`config.mk`:
```
export PLATFORM = sky130hd
export DESIGN_NAME = q_meter
export DESIGN_NICKNAME = d
export VERILOG_FILES = /design/src/rtl/q_meter.sv
export SDC_FILE = /design/constraint.sdc
export NUM_CORES = 1
export LEC_CHECK = 0
export CAP_MARGIN = 20
export CORE_UTILIZATION = 40
export DETAILED_ROUTE_END_ITERATION = 6
export PLACE_DENSITY = 0.67
export RECOVER_POWER = 25
export SYNTH_ARGS = -nofsm -noshare
export SYNTH_HDL_FRONTEND = slang
export SYNTH_SLANG_ARGS = --single-unit
```
`constraint.sdc`:
```
create_clock -name clk -period 4.4 [get_ports clk]
set_input_delay 0.44 -clock clk [delete_from_list [all_inputs] [get_ports clk]]
set_output_delay 0.44 -clock clk [all_outputs]
set_load 0.01 [all_outputs]
```
`src/rtl/q_meter.sv`:
```
// Q-tuning measurement engine: settle, excite, then count tank oscillation cycles during envelope ring-down.
// Optional QMETER_SYNC_EN adds 2-flop synchronizers on osc_in, env_hi and env_lo.
module q_meter #(
    parameter int BUS_WIDTH      = 10,
    parameter int SETTLE_CYCLES  = 64,
    parameter int EXCITE_CYCLES  = 8,
    parameter int TIMEOUT_CYCLES = 4096
) (
    input  logic                 clk,
    input  logic                 rst,
    input  logic [BUS_WIDTH-1:0] i_ref,
    input  logic                 osc_in,
    input  logic                 env_hi,
    input  logic                 env_lo,
    output logic                 excite,
    output logic                 busy,
    output logic                 ready,
    output logic                 timeout,
    output logic [BUS_WIDTH-1:0] q_measured
);

    localparam int MAX_SE  = (SETTLE_CYCLES > EXCITE_CYCLES) ? SETTLE_CYCLES : EXCITE_CYCLES;
    localparam int MAX_ALL = (MAX_SE > TIMEOUT_CYCLES) ? MAX_SE : TIMEOUT_CYCLES;
    localparam int TW      = $clog2(MAX_ALL) + 1;

    localparam logic [TW-1:0] SETTLE_LAST  = TW'(SETTLE_CYCLES - 1);
    localparam logic [TW-1:0] EXCITE_LAST  = TW'(EXCITE_CYCLES - 1);
    localparam logic [TW-1:0] TIMEOUT_LAST = TW'(TIMEOUT_CYCLES - 1);
    localparam logic [BUS_WIDTH-1:0] CNT_MAX = {BUS_WIDTH{1'b1}};

    typedef enum logic [2:0] {
        S_IDLE    = 3'd0,
        S_SETTLE  = 3'd1,
        S_EXCITE  = 3'd2,
        S_WAIT_HI = 3'd3,
        S_COUNT   = 3'd4
    } state_t;

    state_t                 r_state;
    state_t                 w_next_state;
    logic [TW-1:0]          r_timer;
    logic [BUS_WIDTH-1:0]   r_cnt;
    logic [BUS_WIDTH-1:0]   r_i_ref_q;
    logic                   r_start_pend;
    logic                   r_osc_d;
    logic                   w_osc_s;
    logic                   w_env_hi_s;
    logic                   w_env_lo_s;
    logic                   w_chg;
    logic                   w_edge;
    logic [BUS_WIDTH-1:0]   w_cnt_inc;
    logic                   w_done;
    logic                   w_done_to;
    logic [BUS_WIDTH-1:0]   w_done_q;

`ifdef QMETER_SYNC_EN
    logic [1:0] r_osc_sync;
    logic [1:0] r_hi_sync;
    logic [1:0] r_lo_sync;

    // Two-stage synchronizers for the analog comparator inputs
    always_ff @(posedge clk or posedge rst) begin
        if (rst) begin
            r_osc_sync <= 2'b00;
            r_hi_sync  <= 2'b00;
            r_lo_sync  <= 2'b00;
        end else begin
            r_osc_sync <= {r_osc_sync[0], osc_in};
            r_hi_sync  <= {r_hi_sync[0], env_hi};
            r_lo_sync  <= {r_lo_sync[0], env_lo};
        end
    end

    assign w_osc_s    = r_osc_sync[1];
    assign w_env_hi_s = r_hi_sync[1];
    assign w_env_lo_s = r_lo_sync[1];
`else
    assign w_osc_s    = osc_in;
    assign w_env_hi_s = env_hi;
    assign w_env_lo_s = env_lo;
`endif

    assign w_chg     = (i_ref != r_i_ref_q);
    assign w_edge    = w_osc_s & ~r_osc_d;
    assign w_cnt_inc = (w_edge && (r_cnt != CNT_MAX)) ? (r_cnt + BUS_WIDTH'(1)) : r_cnt;

    // Next-state and completion decode; a reference change overrides everything
    always_comb begin
        w_next_state = r_state;
        w_done       = 1'b0;
        w_done_to    = 1'b0;
        w_done_q     = w_cnt_inc;
        case (r_state)
            S_IDLE: begin
                if (r_start_pend) w_next_state = S_SETTLE;
                else              w_next_state = S_IDLE;
            end
            S_SETTLE: begin
                if (r_timer == SETTLE_LAST) w_next_state = S_EXCITE;
                else                        w_next_state = S_SETTLE;
            end
            S_EXCITE: begin
                if (r_timer == EXCITE_LAST) w_next_state = S_WAIT_HI;
                else                        w_next_state = S_EXCITE;
            end
            S_WAIT_HI: begin
                if (w_env_hi_s) begin
                    w_next_state = S_COUNT;
                end else if (r_timer == TIMEOUT_LAST) begin
                    w_next_state = S_IDLE;
                    w_done       = 1'b1;
                    w_done_to    = 1'b1;
                    w_done_q     = '0;
                end else begin
                    w_next_state = S_WAIT_HI;
                end
            end
            S_COUNT: begin
                if (!w_env_lo_s) begin
                    w_next_state = S_IDLE;
                    w_done       = 1'b1;
                end else if (r_timer == TIMEOUT_LAST) begin
                    w_next_state = S_IDLE;
                    w_done       = 1'b1;
                    w_done_to    = 1'b1;
                end else begin
                    w_next_state = S_COUNT;
                end
            end
            default: w_next_state = S_IDLE;
        endcase
        if (w_chg) begin
            w_next_state = S_SETTLE;
            w_done       = 1'b0;
        end else begin
            w_next_state = w_next_state;
        end
    end

    // State, timer, cycle counter and change-detect registers
    always_ff @(posedge clk or posedge rst) begin
        if (rst) begin
            r_state      <= S_IDLE;
            r_timer      <= '0;
            r_cnt        <= '0;
            r_i_ref_q    <= '0;
            r_start_pend <= 1'b1;
            r_osc_d      <= 1'b0;
        end else begin
            r_state   <= w_next_state;
            r_i_ref_q <= i_ref;
            // Tracking osc every cycle means a level already high at COUNT entry is not an edge
            r_osc_d   <= w_osc_s;
            if (w_chg || (w_next_state != r_state)) r_timer <= '0;
            else if (r_state != S_IDLE)            r_timer <= r_timer + TW'(1);
            else                                   r_timer <= r_timer;
            if (w_chg || (r_state != S_COUNT)) r_cnt <= '0;
            else                               r_cnt <= w_cnt_inc;
            if (w_next_state == S_SETTLE) r_start_pend <= 1'b0;
            else                          r_start_pend <= r_start_pend;
        end
    end

    // Registered outputs
    always_ff @(posedge clk or posedge rst) begin
        if (rst) begin
            excite     <= 1'b0;
            busy       <= 1'b0;
            ready      <= 1'b0;
            timeout    <= 1'b0;
            q_measured <= '0;
        end else begin
            excite <= (w_next_state == S_EXCITE);
            busy   <= (w_next_state != S_IDLE);
            ready  <= w_done;
            if (w_done) begin
                q_measured <= w_done_q;
                timeout    <= w_done_to;
            end else begin
                q_measured <= q_measured;
                timeout    <= timeout;
            end
        end
    end

endmodule

```
==> results.py <==
metrics = {
    "detailed_routing": {
        "remaining_drc_errors": 0,
        "via_count": 1705,
        "route.antenna.remaining_nets": 0,
        "first_iter_violations": 65,
        "route.detailed.vias_per_inst": 5.20,
        "wire_per_inst_um": 13.4,
        "dr.pass1.iters": 4,
        "routed_wirelength_um": 4390,
    },
    "yosys": {
        "yosys_warnings": 0,
        "synth-edff-count": 0,
        "post_synth_instance_area_sq_mm": 0.00245,
        "syn-instance-count": 223,
        "synth.area.mux_share_pct": 1.64,
        "yosys.area_share.simple_pct": 24.3,
        "synth_cell_types": 46,
        "ys_dominant_reg_cell": "sky130_fd_sc_hd__dfrtp_1",
        "postSynth.asyncResetShare_pct": 100,
        "area_share_of_fa_ha_maj_cells_after_synthesis_pct": 1.02,
        "complex_gate_fraction_of_the_synthesized_area_pct": 8.13,
        "synth_sequential_area_ratio_pct": 53.2,
        "synth.ff_latch_count": 52,
        "total_nets_after_synthesis": 240,
        "yosys.area_share.xor_xnor_pct": 9.30,
        "syn-mean-instance-area_sq_um": 11.0,
        "dominant_combinational_cell_family_by_area_after_synthesis": "simple AND/OR/NAND/NOR gates",
    },
    "cts": {
        "clkTransAtPathRegs_ns": 0.09,
        "number_of_buffers_added_by_the_clock_tree_synthesis_step": 5,
        "tritoncts": "done",
        "post_cts_hold_buffer_count": 0,
        "postCtsSetupRepairBufs": 0,
        "cts_htree_levels": 2,
        "clock_path_buffers": 2,
        "total_number_of_clock_tree_sinks": 52,
        "cts_resized": 0,
        "cts_root_buf": "sky130_fd_sc_hd__clkbuf_8",
        "clk_latency_ns": 0.30,
    },
    "timing": {
        "setup_viol_count_final": 0,
        "final.setup_skew_ns": 0.00842,
        "worst_hold_slack_ns": 0.456,
        "hold_viol": 0,
        "timing_max_transition_violations_final": 0,
        "max_freq_mhz": 424,
        "layout_min_cycle_time_ns": 2.36,
        "post_route_clock_period_utilization_pct": 53.7,
        "timing.setup.tns_ns": 0,
        "unrepaired_setup_endpoints_after_global_routing": "false",
        "maxSlewHeadroom_pct": 60.0,
        "slew_worst_pin_ns": 0.594,
    },
    "global_routing": {
        "grt.overflow.total": 0,
        "grt_start_max_net_pins": 53,
        "grt_pass1_vias": 1629,
        "antenna_found_initial": 0,
        "grtUsageTotal_pct": 15.7,
        "grt_pass1_wl_um": 7700,
    },
    "power": {
        "p_seq_share_pct": 61.4,
        "irDropWorstVdd_mv": 0.167,
        "net-switching-power_mw": 0.177,
        "power_switching_share_pct": 22.4,
        "share_comb_of_total_power_pct": 4.8,
        "power.leakage_nw": 1.19,
        "clock_power_share_pct": 33.8,
        "cell_internal_pwr_mw": 0.613,
        "power.density_cell_area_mw_per_mm2": 273,
    },
    "critical_path": {
        "critPathArrivalTime_ns": 2.54,
        "critical_path.cell_chain": "dlygate4sd3_1 -> xor2_1 -> nor4_4 -> nand4_2 -> or4b_4 -> nand4b_4",
        "worst_setup_path_end_kind": "flop",
        "criticalPathCategory": "in2reg",
        "crit_path_start_kind": "input pin",
        "worstPathMaxFanout": 10,
        "critical_path.slowest_cell": "sky130_fd_sc_hd__or4b_4",
        "required_arrival_time_at_the_worst_endpoint_ns": 4.58,
        "cp_max_stage_delay_ns": 0.63,
    },
    "final_layout": {
        "finish.net_count": 269,
        "antenna_cells": 0,
        "total_area_of_multi_input_combinational_cells_sq_mm": 0.00109,
        "areaGrowthSynthToFinish_pct": 18.1,
        "layout-drive-gt1-share_pct": 7.91,
        "fillers": 545,
        "sequential_cell_area_sq_mm": 0.00130,
    },
    "run": {
        "cap_violations": 0,
    },
    "floorplan": {
        "die-width_um": 80.2,
        "io_pins": 29,
        "row_count": 28,
        "dieArea_sq_mm": 0.00644,
        "initial_utilization_pct": 41.3,
        "floorplan.core_area_sq_mm": 0.00592,
        "die_h_um": 80.2,
    },
    "placement": {
        "post-dp-hpwl_um": 3200,
        "port_buffers": 28,
        "final_replace_weighted_congestion": 0.795,
    },
    "worst_hold_path": {
        "hold_crit_path_type": "reg2reg",
    },
    "run_status": {
        "outcome": "finished, final reports clean",
    },
}
## state kept, by name, summed over array words and instances, names as in the netlist
| register | flops |
|---|---|
| timeout | 1 |
| busy | 1 |
| r_osc_d | 1 |
| excite | 1 |
| r_timer | 13 |
| ready | 1 |
| r_start_pend | 1 |
| r_cnt | 10 |
| r_state | 3 |
| r_i_ref_q | 10 |
| q_measured | 10 |
## cell type report
| type | count | share of cell area [%] |
|---|---|---|
| Sequential cell | 52 | 45.1 |
| Multi-Input combinational cell | 159 | 37.6 |
| Timing Repair Buffer | 29 | 10.4 |
| Tap cell | 75 | 3.25 |
| Clock buffer | 6 | 2.51 |
| Inverter | 5 | 0.649 |
| Clock inverter | 2 | 0.563 |
## cells by family (layout without fill, tap and decap cells)
logic type      after synthesis  after routing
mux                           4              4
flops                        52             52
fa+ha+maj                     2              2
xor+xnor                     26             26
compound gates               27             27
simple gates                100            100
buf+inv                      12             42
## layout by cell type, fill, tap and decap left out, types with 8 or more instances in the layout
cell type / synthesis / final
sky130_fd_sc_hd__nor2_1: 29 / 29
sky130_fd_sc_hd__o2bb2ai_1: 9 / 9
sky130_fd_sc_hd__clkdlybuf4s50_1: 0 / 16
sky130_fd_sc_hd__dlygate4sd3_1: 0 / 12
sky130_fd_sc_hd__xnor2_1: 10 / 10
sky130_fd_sc_hd__nand4_1: 8 / 8
sky130_fd_sc_hd__nand2_1: 15 / 15
sky130_fd_sc_hd__dfrtp_1: 51 / 51
sky130_fd_sc_hd__xor2_1: 16 / 16
sky130_fd_sc_hd__nand3_1: 8 / 8
## power groups by stage
stage          combinational (mW)  clock (mW)  sequential (mW)
3_3_place_gp               0.0392           0            0.494
3_5_place_dp               0.0396           0            0.494
5_1_grt                    0.0427       0.300            0.486
6_report                   0.0383       0.267            0.485
4_1_cts                    0.0397       0.281            0.485
2_1_floorplan              0.0201           0            0.494
## worst paths after layout
check                                   from            end  slack [ns]  depth (start not counted)
worst max register to register    r_timer[0]  q_measured[2]        2.29                          6
max in group asynchronous                rst           busy        3.27                          3
worst max-delay path                i_ref[6]           busy        2.04                          6
worst min-delay path            r_start_pend   r_start_pend        0.46                          2
worst min register to register  r_start_pend   r_start_pend        0.46                          2
min in group asynchronous                rst     r_timer[3]        0.57                          2
## cell usage after synthesis, types with 2 or more instances
| cell | number | share of area [%] |
|---|---|---|
| sky130_fd_sc_hd__and3_1 | 3 | 0.77 |
| sky130_fd_sc_hd__or2_2 | 2 | 0.51 |
| sky130_fd_sc_hd__or3_1 | 3 | 0.77 |
| sky130_fd_sc_hd__nor4_1 | 3 | 0.77 |
| sky130_fd_sc_hd__xnor2_1 | 10 | 3.6 |
| sky130_fd_sc_hd__nand4_1 | 8 | 2.0 |
| sky130_fd_sc_hd__dfrtp_1 | 51 | 52 |
| sky130_fd_sc_hd__xor2_1 | 16 | 5.7 |
| sky130_fd_sc_hd__and2_1 | 2 | 0.51 |
| sky130_fd_sc_hd__nand2b_1 | 3 | 0.77 |
| sky130_fd_sc_hd__nor3_1 | 7 | 1.4 |
| sky130_fd_sc_hd__o2bb2ai_1 | 9 | 3.2 |
| sky130_fd_sc_hd__buf_2 | 2 | 0.41 |
| sky130_fd_sc_hd__nand2_1 | 15 | 2.3 |
| sky130_fd_sc_hd__and4_1 | 3 | 1.1 |
| sky130_fd_sc_hd__clkbuf_1 | 3 | 0.46 |
| sky130_fd_sc_hd__ha_1 | 2 | 1.0 |
| sky130_fd_sc_hd__nor2_1 | 29 | 4.4 |
| sky130_fd_sc_hd__a31oi_1 | 4 | 1.0 |
| sky130_fd_sc_hd__nand3_1 | 8 | 1.6 |
| sky130_fd_sc_hd__inv_1 | 4 | 0.61 |
| sky130_fd_sc_hd__nor2b_1 | 3 | 0.77 |
| sky130_fd_sc_hd__a21oi_1 | 7 | 1.4 |
| sky130_fd_sc_hd__mux2i_1 | 4 | 1.6 |
## per-stage QoR
stage | total power, mW | area [sq um] | cells | setup WS [ns] | utilization [%]
floorplan | 0.514 | 2450 | 223 | 2.44 | -
global placement | 0.533 | 2780 | 319 | 1.86 | 47.0
detailed placement | 0.534 | 2780 | 319 | 1.84 | 47.0
CTS | 0.805 | 2870 | 327 | 2.17 | 48.5
global route | 0.829 | 2890 | 328 | 1.92 | 48.8
finish | 0.790 | 2890 | 328 | 2.04 | 48.8
## per-layer routing
| metal | up-vias | track usage (%) | wire length, um |
|---|---|---|---|
| met3 | 2 | 3.75 | 121 |
| li1 | 847 | - | - |
| met5 | - | 0 | 0 |
| met2 | 24 | 23.7 | 1980 |
| met1 | 832 | 22.1 | 2240 |
| met4 | 0 | 5.36 | 40 |
## critical path: cells and delay by family
family | cells | cell delay [ns]
simple gates | 4 | 1.37
xor+xnor | 1 | 0.17
buf+inv | 1 | 0.56
Note: power is estimated with default switching activity, not from simulation.
